[config.mk]
export PLATFORM = sky130hd
export DESIGN_NAME = autoplay_ctl
export DESIGN_NICKNAME = d
export VERILOG_FILES = /design/src/rtl/autoplay_ctl.sv
export SDC_FILE = /design/constraint.sdc
export NUM_CORES = 1
export LEC_CHECK = 0
export CAP_MARGIN = 20
export CORE_UTILIZATION = 59
export CTS_CLUSTER_SIZE = 40
export DETAILED_ROUTE_END_ITERATION = 10
export PLACE_DENSITY = 0.81
export SYNTH_ARGS = -nofsm -noshare
export SYNTH_HDL_FRONTEND = slang
export SYNTH_SLANG_ARGS = --single-unit
export TNS_END_PERCENT = 10
[constraint.sdc]
create_clock -name sysclk -period 3.1 [get_ports sysclk]
set_input_delay 0.62 -clock sysclk [delete_from_list [all_inputs] [get_ports sysclk]]
set_output_delay 0.62 -clock sysclk [all_outputs]
set_load 0.05 [all_outputs]
[src/rtl/autoplay_ctl.sv]
// Attract-mode autoplay: shares coin/start/throw between panel and script.
// Human activity preempts the script until the panel has been idle long enough.
module autoplay_ctl #(
   parameter logic [31:0] PRESCALE     = 32'd1_000_000,
   parameter logic [15:0] BOOT_DELAY   = 16'd5000,
   parameter logic [15:0] PULSE_LEN    = 16'd100,
   parameter logic [15:0] START_DELAY  = 16'd1000,
   parameter logic [15:0] THROW_PERIOD = 16'd300,
   parameter logic [7:0]  THROW_COUNT  = 8'd50,
   parameter logic [15:0] IDLE_TIMEOUT = 16'd30000
) (
   input  logic        sysclk,
   input  logic        reset,
   input  logic        enable,
   input  logic        btn_coin_n,
   input  logic        btn_start_n,
   input  logic        btn_throw_n,
   output logic        coin_n,
   output logic        start_n,
   output logic        throw_n,
   output logic        auto_active,
   output logic        human_active,
   output logic [15:0] game_count
);

   typedef enum logic [2:0] {
      S_IDLE, S_COIN, S_GAP, S_START, S_PLAY, S_HUMAN
   } state_t;

   state_t      state, state_nxt;
   logic [2:0]  sync1, sync2;
   logic [31:0] pcnt;
   logic        tick;
   logic [15:0] tcnt, tcnt_nxt, tcnt_inc;
   logic [7:0]  thr, thr_nxt;
   logic [15:0] gc_nxt;
   logic        activity;
   logic        auto_coin, auto_start, auto_throw;
   logic        scripted;

   // {coin, start, throw}
   always_ff @(posedge sysclk) begin
      if (reset) begin
         sync1 <= 3'b111;
         sync2 <= 3'b111;
      end else begin
         sync1 <= {btn_coin_n, btn_start_n, btn_throw_n};
         sync2 <= sync1;
      end
   end

   assign activity = ~&sync2;
   assign tick     = (pcnt == PRESCALE - 32'd1);
   assign tcnt_inc = tick ? tcnt + 16'd1 : tcnt;

   always_ff @(posedge sysclk) begin
      if (reset)     pcnt <= '0;
      else if (tick) pcnt <= '0;
      else           pcnt <= pcnt + 32'd1;
   end

   assign scripted = (state == S_COIN) || (state == S_GAP) ||
                     (state == S_START) || (state == S_PLAY);

   always_comb begin
      state_nxt = state;
      tcnt_nxt  = tcnt_inc;
      thr_nxt   = thr;
      gc_nxt    = game_count;
      if (activity) begin
         state_nxt = S_HUMAN;
         tcnt_nxt  = '0;
      end else if (!enable && scripted) begin
         state_nxt = S_IDLE;
         tcnt_nxt  = '0;
      end else begin
         case (state)
            S_IDLE: begin
               if (!enable) begin
                  tcnt_nxt = '0;
               end else if (tick && tcnt == BOOT_DELAY - 16'd1) begin
                  state_nxt = S_COIN;
                  tcnt_nxt  = '0;
               end
            end
            S_COIN: begin
               if (tick && tcnt == PULSE_LEN - 16'd1) begin
                  state_nxt = S_GAP;
                  tcnt_nxt  = '0;
               end
            end
            S_GAP: begin
               if (tick && tcnt == START_DELAY - 16'd1) begin
                  state_nxt = S_START;
                  tcnt_nxt  = '0;
               end
            end
            S_START: begin
               if (tick && tcnt == PULSE_LEN - 16'd1) begin
                  state_nxt = S_PLAY;
                  tcnt_nxt  = '0;
                  thr_nxt   = '0;
               end
            end
            S_PLAY: begin
               if (tick && tcnt == THROW_PERIOD - 16'd1) begin
                  tcnt_nxt = '0;
                  thr_nxt  = thr + 8'd1;
                  if (thr + 8'd1 == THROW_COUNT) begin
                     state_nxt = S_IDLE;
                     if (game_count != 16'hffff)
                        gc_nxt = game_count + 16'd1;
                  end
               end
            end
            S_HUMAN: begin
               if (tick && tcnt == IDLE_TIMEOUT - 16'd1) begin
                  state_nxt = S_IDLE;
                  tcnt_nxt  = '0;
               end
            end
            default: begin
               state_nxt = S_IDLE;
               tcnt_nxt  = '0;
            end
         endcase
      end
   end

   assign auto_coin  = (state == S_COIN);
   assign auto_start = (state == S_START);
   assign auto_throw = (state == S_PLAY) && (tcnt < PULSE_LEN);

   always_ff @(posedge sysclk) begin
      if (reset) begin
         state        <= S_IDLE;
         tcnt         <= '0;
         thr          <= '0;
         game_count   <= '0;
         coin_n       <= 1'b1;
         start_n      <= 1'b1;
         throw_n      <= 1'b1;
         auto_active  <= 1'b0;
         human_active <= 1'b0;
      end else begin
         state        <= state_nxt;
         tcnt         <= tcnt_nxt;
         thr          <= thr_nxt;
         game_count   <= gc_nxt;
         coin_n       <= sync2[2] & ~auto_coin;
         start_n      <= sync2[1] & ~auto_start;
         throw_n      <= sync2[0] & ~auto_throw;
         auto_active  <= scripted;
         human_active <= (state == S_HUMAN);
      end
   end

endmodule

==> results of run 1 <==
[how the worst max path moves through the flow]
stage	slack (ps)	cells past startpoint	endpoint	startpoint
final	460	8	game_count[4]$_SDFFE_PP0P_	thr[0]$_SDFFE_PP0P_
after global placement	550	8	state[2]$_SDFFE_PP0P_	tcnt[0]$_SDFF_PP0_
after CTS	460	7	thr[3]$_SDFFE_PP0P_	pcnt[6]$_SDFF_PP0_
after global routing	170	7	thr[3]$_SDFFE_PP0P_	pcnt[6]$_SDFF_PP0_
after floorplan	730	9	game_count[1]$_SDFFE_PP0P_	game_count[6]$_SDFFE_PP0P_
after detailed placement	490	7	thr[3]$_SDFFE_PP0P_	pcnt[6]$_SDFF_PP0_
[cell usage in the layout, fill, tap and decap left out, drive strengths merged, types with 4 or more instances in the layout]
cell type      instances
dfxtp                 86
nor2                  77
nand2                 40
xor2                  32
a21oi                 29
clkdlybuf4s50         26
o21ai                 24
nand3                 22
nand4                 22
or2                   14
xnor2                 13
nor3                  11
and3                  11
or3                   11
clkbuf                11
inv                   10
o31ai                 10
or4                   10
nor4                   9
ha                     6
nor2b                  5
buf                    5
and4                   4
[power by group through the flow]
stage | clock, uW | combinational, uW | sequential, uW
after floorplan | 0 | 88.0 | 1170
after global placement | 0 | 143 | 1160
after detailed placement | 0 | 144 | 1160
after CTS | 727 | 144 | 1130
after global routing | 772 | 160 | 1140
final | 710 | 145 | 1130
[area by class of cell]
| class | count | area share (%) |
|---|---|---|
| clock buffer | 11 | 3.25 |
| clock inverter | 4 | 0.484 |
| inverter | 10 | 0.807 |
| multi-input combinational | 383 | 49.5 |
| sequential | 86 | 37.0 |
| tap | 96 | 2.58 |
| timing repair buffer | 31 | 6.40 |
[layer usage]
layer	up-vias	routed length [um]	GRT usage, %	share of wire [%]
li1	1816	-	-	-
met1	1670	4060	33.1	48
met2	70	3830	36.6	45
met3	17	341	4.52	4.1
met4	0	187	12.6	2.2
met5	-	0	0	0
[stage by stage]
step                area, um^2  cells  worst slack, ps  total power, uW
detailed placement        4480    606              486             1300
global route              4650    621              169             2070
floorplan                 4140    500              728             1260
CTS                       4650    621              458             2000
global placement          4480    606              547             1300
finish                    4650    621              460             1990
[worst max-delay path, cell delays in order, from the launching register on]
cell,delay [ps]
dfxtp_1,400
ha_1,300
or4b_2,610
o21ai_0,110
and4b_1,270
nand4_1,90
buf_4,220
or4_1,420
a21oi_1,150
[registers in the layout (all words and copies together), names as in the netlist]
name          cells
human_active      1
throw_n           1
sync1             3
auto_active       1
coin_n            1
game_count       16
start_n           1
sync2             3
state             3
tcnt             16
thr               8
pcnt             32
[kinds of logic (layout without fill, tap and decap cells)]
family,count (synthesis),after routing,share of synthesized area (%)
adders and majority gates,6,6,1.81
xor gates and xnor gates,45,45,9.51
AOI/OAI and AO/OA,78,78,11.2
buffers and inverters,31,56,2.90
DFF,86,86,41.6
and+or+nand+nor,252,252,32.6
muxes,2,2,0.483
==> results.sh, run 1 <==
export IMPL_diodes=0
export IMPL_min_path_cells=1
export IMPL_fin_hold_ws_ps=418
export IMPL_r2r_end="game_count[4]$_SDFFE_PP0P_"
export IMPL_hold_violations=0
export IMPL_hold_path_endpoint="sync2[1]$_SDFF_PP1_"
export IMPL_power_internal_uw=1500
export IMPL_fmax_mhz=379
export IMPL_hp_start="sync1[1]$_SDFF_PP1_"
export IMPL_p_switching_uw=489
export IMPL_clockRootBuffer="clkbuf_8"
export IMPL_fin_crit_ps=2640
export IMPL_p_leak_uw=0.00155
export IMPL_critical_path_class="reg -> reg"
export IMPL_rows=30
export IMPL_yosys_cell_count_top_type="dfxtp_1"
export IMPL_clockPowerShare_pct=35.7
export IMPL_r2r_slack_ps=460
export IMPL_yosysTopAreaCell="dfxtp_1"
export IMPL_antenna_found_initial=0
export IMPL_io_pin_count=27
export IMPL_setup_violations=0
export IMPL_yosys_warnings=0
export IMPL_tightest_slew_ps=703
export IMPL_rsz0062_at_grt="false"
export IMPL_routed_wl_mm=8.42
export IMPL_clock_sinks=86
export IMPL_synth_top_area_share_pct=41.6
export IMPL_critPathRequiredTime_ps=3390
export IMPL_sequentialPowerShare_pct=57.0
export IMPL_drcViolationCount=0
export IMPL_die_w_um=85.8
export IMPL_grt_max_degree=37
export IMPL_synth_edf_count=0
export IMPL_grt_overflow=0
export IMPL_start_util_pct=61.0
export IMPL_regToRegStartpoint="thr[0]$_SDFFE_PP0P_"
export IMPL_grt_pass1_wl_mm=14.2
export IMPL_post_cts_buffers=0
export IMPL_wire_per_inst_um=13.6
export IMPL_synth_cell_type_count=51
export IMPL_multi_input_area_um2=2300
export IMPL_cp_start_kind="flip-flop"
export IMPL_hold_path_class="reg -> reg"
export IMPL_rr_worst_depth=8
export IMPL_place_port_buffers=26
export IMPL_dieArea_um2=7360
export IMPL_max_cap_violations=0
export IMPL_layout_drive_gt1_share_pct=8.38
export IMPL_postRouteAntennaNets=0
export IMPL_synth_top_flop_cell="dfxtp_1"
export IMPL_fill_cells=557
export IMPL_ys_ff_latch=86
export IMPL_grt_pass1_vias=3149
export IMPL_coreArea_um2=6790
export IMPL_drv_slew=0
export IMPL_cp_arrival_ps=2930
export IMPL_grt_usage_pct=24.2
export IMPL_ir_worst_vdd_uv=308
export IMPL_gp_congestion=0.874
export IMPL_end_kind="flip-flop"
export IMPL_synth_area_leaders="dfxtp_1 (42%), nor2_1 (7.0%), xor2_1 (6.8%)"
export IMPL_fin_nets=533
export IMPL_synth_commonest_cells="dfxtp_1 (86), nor2_1 (77), nand2_1 (40), xor2_1 (32), a21oi_1 (29)"
export IMPL_syn2layout_area_growth_pct=12.3
export IMPL_clkLatencyLatePin_ps=360
export IMPL_outcome="completed"
export IMPL_postLayoutCoreUtil_pct=68.5
export IMPL_viasPerCell=5.75
export IMPL_ff_latch_area_um2=1720
export IMPL_seq_area_frac_synth_pct=41.6
export IMPL_drtPass1Iterations=4
export IMPL_post_cts_resized=0
export IMPL_tns_ps=0
export IMPL_switching_share_pct=24.6
export IMPL_cts_tree="done"
export IMPL_htree_levels=3
export IMPL_dp_hpwl_mm=5.84
export IMPL_syn_nets=512
export IMPL_slew_headroom_pct=52.9
export IMPL_syn_avg_cell_area_um2=8.29
export IMPL_synthArstFlopShare_pct=0
export IMPL_netlist_instances=500
export IMPL_cts_buffers=9
export IMPL_syn_cell_area_um2=4140
export IMPL_pwr_share_comb_pct=7.3
export IMPL_vias=3573
export IMPL_drt_iter0_drc=219
export IMPL_p_per_area_nw_per_um2=428
export IMPL_clock_skew_ps=9.04
export IMPL_path_max_fanout=30
export IMPL_die_height_um=85.8
export IMPL_clkTransAtPathRegs_ps=80
export IMPL_hold_buffers=0
export IMPL_post_route_period_util_pct=85.2
export IMPL_clockBufferDepth=2
Power figures use the tool's default switching activity.
==> run 2, diff against run 1 <==
CTS_CLUSTER_SIZE = unset   (was 40)
==> results of run 2 <==
Final layout, timing and power as in run 1 (identical DEF).
